## config.mk

```make
export PLATFORM = sky130hd
export DESIGN_NAME = writeback_select
export DESIGN_NICKNAME = d
export VERILOG_FILES = /design/src/rtl/mips_pkg.sv /design/src/rtl/writeback_select.sv
export SDC_FILE = /design/constraint.sdc
export NUM_CORES = 1
export LEC_CHECK = 0
export CAP_MARGIN = 25
export CORE_MARGIN = 5
export CORE_UTILIZATION = 31
export CTS_CLUSTER_SIZE = 30
export DETAILED_ROUTE_END_ITERATION = 6
export PLACE_DENSITY = 0.86
export SYNTH_ARGS = -nofsm -noshare
export SYNTH_HDL_FRONTEND = slang
export SYNTH_SLANG_ARGS = --single-unit
```

## constraint.sdc

```tcl
create_clock -name clk -period 1.6 [get_ports clk]
set_input_delay 0.32 -clock clk [delete_from_list [all_inputs] [get_ports clk]]
set_output_delay 0.32 -clock clk [all_outputs]
set_load 0.01 [all_outputs]
```

## src/rtl/mips_pkg.sv

```systemverilog
// Shared definitions for the multicycle MIPS datapath: write-back source
// indices, default capture steps and the writeback_select state encoding.
package mips_pkg;

  // Write-back source indices into src_data.
  localparam int unsigned SRC_ALU  = 0;
  localparam int unsigned SRC_MEM  = 1;
  localparam int unsigned SRC_LINK = 2;
  localparam int unsigned SRC_LUI  = 3;

  localparam int unsigned NSRC_DEFAULT  = 4;
  localparam int unsigned STEPW_DEFAULT = 4;

  // Capture step per source, entry 0 in the LSBs: ALU=7, MEM=9, LINK=7, LUI=8.
  localparam logic [NSRC_DEFAULT*STEPW_DEFAULT-1:0] STEPS_DEFAULT =
    {4'd8, 4'd7, 4'd9, 4'd7};

  // Last legal value of the shared step counter; reaching it unmatched is a timeout.
  localparam logic [STEPW_DEFAULT-1:0] LAST_STEP_DEFAULT = 4'd9;

  typedef enum logic {
    StIdle = 1'b0,
    StWait = 1'b1
  } wb_state_e;

endpackage

```

## src/rtl/writeback_select.sv

```systemverilog
// NSRC-way write-back source selector. Latches the source index, destination
// and write intent when an instruction starts, captures the chosen source once
// when the shared step counter reaches that source's step, and issues a
// registered one-cycle write strobe to the register file.
module writeback_select
  import mips_pkg::*;
#(
  parameter int unsigned                 WIDTH     = 32,
  parameter int unsigned                 NSRC      = NSRC_DEFAULT,
  parameter int unsigned                 STEPW     = STEPW_DEFAULT,
  parameter logic [NSRC*STEPW-1:0]       STEPS     = STEPS_DEFAULT,
  parameter logic [STEPW-1:0]            LAST_STEP = LAST_STEP_DEFAULT,
  localparam int unsigned                SELW      = (NSRC > 1) ? $clog2(NSRC) : 1
) (
  input  logic                  clk,
  input  logic                  rst_n,
  input  logic                  start,
  input  logic [SELW-1:0]       sel,
  input  logic [4:0]            dst,
  input  logic                  regwrite,
  input  logic                  flush,
  input  logic [STEPW-1:0]      cont,
  input  logic [NSRC*WIDTH-1:0] src_data,
  output logic [WIDTH-1:0]      wb_data,
  output logic [4:0]            wb_addr,
  output logic                  wb_we,
  output logic                  busy,
  output logic                  err
);

  wb_state_e state_q, state_d;

  logic [SELW-1:0]  sel_q;
  logic [4:0]       dst_q;
  logic             regwrite_q;
  logic [WIDTH-1:0] wb_data_q;
  logic             wb_we_q;
  logic             err_q;

  // Unpack the flattened step table and source bus so they can be indexed by sel_q.
  logic [STEPW-1:0] step_arr [NSRC];
  logic [WIDTH-1:0] data_arr [NSRC];

  for (genvar i = 0; i < NSRC; i++) begin : g_unpack
    assign step_arr[i] = STEPS[i*STEPW +: STEPW];
    assign data_arr[i] = src_data[i*WIDTH +: WIDTH];
  end

  logic sel_in_range;
  logic accept;
  logic reject;
  logic match;
  logic timeout;

  // Decode the events that drive both the state and the datapath registers.
  always_comb begin
    sel_in_range = (32'(sel) < NSRC);
    accept       = (state_q == StIdle) && start && sel_in_range;
    reject       = (state_q == StIdle) && start && !sel_in_range;
    // flush masks both the capture and the timeout; it has top priority in WAIT.
    match        = (state_q == StWait) && !flush && (cont == step_arr[sel_q]);
    timeout      = (state_q == StWait) && !flush && !match && (cont == LAST_STEP);
  end

  // State register.
  always_ff @(posedge clk or negedge rst_n) begin
    if (!rst_n) begin
      state_q <= StIdle;
    end else begin
      state_q <= state_d;
    end
  end

  // Next-state logic; start while waiting is ignored.
  always_comb begin
    state_d = state_q;
    unique case (state_q)
      StIdle: begin
        if (accept) begin
          state_d = StWait;
        end
      end
      StWait: begin
        if (flush || match || timeout) begin
          state_d = StIdle;
        end
      end
      default: state_d = StIdle;
    endcase
  end

  // Instruction context latched on an accepted start; held until the next one.
  always_ff @(posedge clk or negedge rst_n) begin
    if (!rst_n) begin
      sel_q      <= '0;
      dst_q      <= '0;
      regwrite_q <= 1'b0;
    end else if (accept) begin
      sel_q      <= sel;
      dst_q      <= dst;
      regwrite_q <= regwrite;
    end
  end

  // Capture the selected source once; the strobe is high only in the cycle after a match.
  always_ff @(posedge clk or negedge rst_n) begin
    if (!rst_n) begin
      wb_data_q <= '0;
      wb_we_q   <= 1'b0;
    end else begin
      wb_we_q <= match && regwrite_q;
      if (match) begin
        wb_data_q <= data_arr[sel_q];
      end
    end
  end

  // Sticky error: bad source index on start or no capture by the last step.
  always_ff @(posedge clk or negedge rst_n) begin
    if (!rst_n) begin
      err_q <= 1'b0;
    end else if (reject || timeout) begin
      err_q <= 1'b1;
    end
  end

  // Output drive.
  always_comb begin
    busy    = (state_q == StWait);
    wb_data = wb_data_q;
    wb_addr = dst_q;
    wb_we   = wb_we_q;
    err     = err_q;
  end

endmodule

```

# Word level (Yosys, flattened, before mapping)
# Cells that the tools add are included.
op_classes:
  magnitude_cmp: 1
  n_eq_ne: 2
  muxes: 9
  bitwise_logic: 2
  reduce_logical: 10
ops:
  columns: ["op", "count"]
  rows:
  - ["binary-select mux 32 bit (select 2 bit)", 1]
  - ["two-way mux 32 bit", 2]
  - ["binary-select mux 4 bit (select 2 bit)", 1]
  - ["two-way mux 4 bit", 2]
  - ["logical AND 1 bit", 6]
  - ["== test 4 bit", 1]
  - ["== test 4 bit, second input constant", 1]
  - ["greater-or-equal comparator 3 bit, second input constant", 1]
  - ["inverter 2 -> 3 bit", 1]
  - ["logical NOT 1 bit", 2]
  - ["logical OR 1 bit", 2]
  - ["two-way mux 1 bit", 2]
  - ["case mux 1 bit (2 select lines)", 1]
  - ["inverter 1 bit", 1]
totals:
  register_bits: 43
  input_bits: 144
  out_inout_bits: 40

# Logic depth before layout (Yosys ltp)
logic_depth:
  word_depth: 12
  ltp_mapped: 6
  depth_no_buf: 4

# Worst setup path after synthesis
# Ideal clock, no wire load.
synth_timing:
  path_kind: "register to register"
  startpoint: "register sel_q[0]"
  endpoint: "register wb_data_q[0], in the netlist wb_data[0]"
  t_arrival_ns: 1.415
  t_required_ns: 1.475
  slack_ns: 0.060
  path_stages_with_launch: 5
  path_buffers: 2
  synth_period_minus_slack_ns: 1.540
  cell_sequence: "dfrtp_1 -> buf_6 -> buf_4 -> mux4_2 -> mux2_2"
synth_between:
  elab_chain_len: 6
  word_cells_on_any_way: 9
  classes_between: "eq/ne: 1; mux: 6; bitwise: 1; reduce/logical: 1"
synth_lines:
  columns: ["item", "line_no", "text"]
  rows:
  - ["start: declaration", "writeback_select.sv:33", "logic [SELW-1:0] sel_q;"]
  - ["start signal: assignment", "writeback_select.sv:99", "sel_q <= sel;"]
  - ["inverter 2 -> 3 bit (implied by the code) (*)", "writeback_select.sv:61, writeback_select.sv:113", null]
  - ["binary-select mux 4 bit (select 2 bit)", "writeback_select.sv:61", "match = (state_q == StWait) && !flush && (cont == step_arr[sel_q]);"]
  - ["two-way mux 4 bit (implied by the code) (2 in series)", "writeback_select.sv:61", null]
  - ["== test 4 bit", "writeback_select.sv:61", null]
  - ["logical AND 1 bit", "writeback_select.sv:61", null]
  - ["end signal: assignment", "writeback_select.sv:113", "wb_data_q <= data_arr[sel_q];"]
  - ["end: declaration", "writeback_select.sv:36", "logic [WIDTH-1:0] wb_data_q;"]
# Every way passes the cells marked *; elsewhere a longest branch is shown, timed or not. The select of a mux whose other input is x is not followed.
# A chain may end at the register's enable or synchronous reset.

# Worst setup path after layout
layout_timing:
  startpoint: "register sel_q[0]"
  endpoint: "register wb_data_q[1], in the netlist wb_data[1]"
# Same word-level chain as after synthesis.

==> flow_metrics.tcl <==
set metrics [dict create \
    hold_ws_ns 0.429 \
    row_count 32 \
    arrival_ns 1.77 \
    start_kind "register" \
    gr-total-overflow 0 \
    nets 479 \
    hpwlAfterDp_mm 6.44 \
    drc 0 \
    power.total_mw 5.33 \
    dieWidth_um 98.8 \
    synth_most_common_cell "dfrtp_1" \
    period_share_pct 99.4 \
    hold_viol_final 0 \
    gp_congestion 0.770 \
    reg2reg_depth 3 \
    cellPowerDensity_nw_per_um2 1150 \
    reg2reg_slack_ns 0.009 \
    vias 2107 \
    cts_max_level 2 \
    io_pins 184 \
    synth_fa_ha_area_share_pct 0 \
    place_area_sq_um 4460 \
    drt_iter0_markers 39 \
    ys.flop_type "dfrtp_1" \
    synth_cells 141 \
    grt_pass1_vias 2464 \
    final_cells 438 \
    combPwrFrac_pct 52.9 \
    cp.required_ns 1.77 \
    setup_violations 0 \
    grt_first_pass_wirelength_mm 12.0 \
    synth_edf_count 0 \
    n_antenna_cell 0 \
    period_needed_ns 1.59 \
    synth_area_leaders "dfrtp_1, mux4_2, mux2_2" \
    critPathTopFamily "multiplexers" \
    synth_mux_area_share_pct 47.4 \
    hold_path_class "in -> reg" \
    swShare_pct 29.0 \
    drive_above_1_share_pct 29.5 \
    syn_to_final_growth_pct 89.6 \
    critPathBufInv 1 \
    cts.clk_slew.worst_paths_ns 0.09 \
    drv_slew 0 \
    yosysTopAreaCellShare_pct 44.0 \
    insertion_delay_ns 0.30 \
    grtUsageTotal_pct 15.5 \
    core-area_sq_um 7690 \
    grt_max_degree 44 \
    numPortBuffers 183 \
    yosys.area_share.simple_pct 2.97 \
    dp.cells 425 \
    critPathKind "reg -> reg" \
    clkPwrFrac_pct 13.4 \
    wl_per_cell_um 18.0 \
    stdcell_area_sq_um 4640 \
    multi_input_area_sq_um 1290 \
    synth_area_per_cell_sq_um 17.3 \
    ys_seq_elements 43 \
    cap_violations 0 \
    synth_warnings 0 \
    cts_tree "yes" \
    synth_area_sq_um 2440 \
    ys_types 19 \
    async_reset_ff_share_pct 100 \
    synth_top_cells_by_count "dfrtp_1, mux2_2, mux4_2" \
    max_freq_mhz 628 \
    regArea_sq_um 1080 \
    p_switching_mw 1.54 \
    yosysSeqAreaShare_pct 44.0 \
    p_int_mw 3.78 \
    synth-xor-area-share_pct 0.358 \
    numCtsBuffers 5 \
    seq_power_share_pct 33.7 \
    worstPathMaxFanout 17 \
    syn_nets 285 \
    ctsRootBufferMaster "clkbuf_8" \
    clock-sinks 43 \
    nFillCells 630 \
    antenna_found_initial 0 \
    wl_mm 7.87 \
    crit_chain "buf_12 -> mux4_2 -> mux2_2" \
    drtPass1Iterations 4 \
    worstHoldPathCells 4 \
    irDropWorstVdd_v 0.000533 \
    vias_per_cell 4.81 \
    die_area_sq_um 9760 \
    route.antenna.remaining_nets 0 \
    rsz0062_at_grt "true" \
    worstSetupEndpointType "register" \
    start_util_pct 31.8 \
    skew_ns 0.0120 \
    die_y_um 98.8 \
    crit_slowest_cell "mux4_2" \
    cpPeakStageDelay_ns 0.53 \
    yosysTopAreaCell "dfrtp_1" \
    crit_cells 3 \
    synth_top_family_by_area "multiplexers" \
    p_leak_nw 1.93 \
    status "finished clean" \
    max_slew_margin_pct 79.0 \
    synth_compound_area_share_pct 1.38 \
    clk_path_buf_depth 2 \
    worst_pin_slew_ns 0.314 \
]
-- worst min-delay path: stages --
cell and delay (ns):
dlymetal6s2s_1 0.12, nor3b_1 0.09, nand2_1 0.07, a21o_1 0.10
-- path summary, 6_finish.rpt --
kind,start,to
hold reg to reg,err,err
max in group asynchronous,rst_n,wb_data[0]
hold / removal,cont[1],busy
setup reg to reg,sel_q[0],wb_data[1]
setup / recovery,sel_q[0],wb_data[1]
min in group asynchronous,rst_n,wb_addr[1]
-- power groups by stage --
stage / clock network, mW / logic (mW) / registers [mW]
after global routing: 0.791 / 3.00 / 1.86
after global placement: 0 / 2.76 / 1.80
after detailed placement: 0 / 2.81 / 1.82
final: 0.716 / 2.82 / 1.79
after floorplan: 0 / 1.07 / 2.00
after CTS: 0.748 / 2.84 / 1.80
-- cell families (layout without fill, tap and decap cells) --
logic type | after synthesis | count (layout)
AOI/OAI and AO/OA | 4 | 4
xor gates and xnor gates | 1 | 1
buffers and inverters | 13 | 208
DFF | 43 | 43
muxes | 71 | 71
and+or+nand+nor | 9 | 9
-- metrics by stage --
stage          setup TNS (ns)  worst slack (ns)  utilization (%)
6_report                    0           0.00881             60.3
5_1_grt                -0.561           -0.0497             60.3
4_1_cts               -0.0729           -0.0197             59.5
3_5_place_dp           -10.27            -0.317             58.0
3_3_place_gp            -8.94            -0.275             58.0
2_1_floorplan               0            0.0602                -
-- placed cells by master (no fill, tap or decap), types with 2 or more instances in the layout --
cell type	instances
buf_12	5
buf_4	9
clkbuf_8	6
clkdlybuf4s50_1	177
dfrtp_1	42
dlymetal6s2s_1	5
mux2_2	38
mux4_2	32
nand2_1	2
nor3b_1	2
-- layout make-up --
cell class                 count  area share, %
clock inverter                 1          0.108
timing repair buffer         199           44.0
inverter                       1         0.0810
tap                          102           2.75
multi-input combinational     85           27.9
clock buffer                   7           1.86
sequential                    43           23.2
-- layer usage --
layer / GRT usage (%) / routed length (um)
met1: 15.8 / 2820
met2: 29.1 / 4190
met3: 6.02 / 760
met4: 3.99 / 96
met5: 0 / 0
-- what timing repair did --
item                                   CTS  global route
buffers inserted                         2             1
pin swaps                                0             1
endpoints found under the hold margin   12             0
cloned                                   0             1
setup endpoints to repair               20            34
gates resized for setup                  0             8
hold buffers                             1             0
-- state kept, by name (all words and copies together) (netlist names) --
signal	count
wb_data	32
wb_addr	5
sel_q	2
busy	1
err	1
regwrite_q	1
wb_we	1
Note: power is estimated with default switching activity, not from simulation.
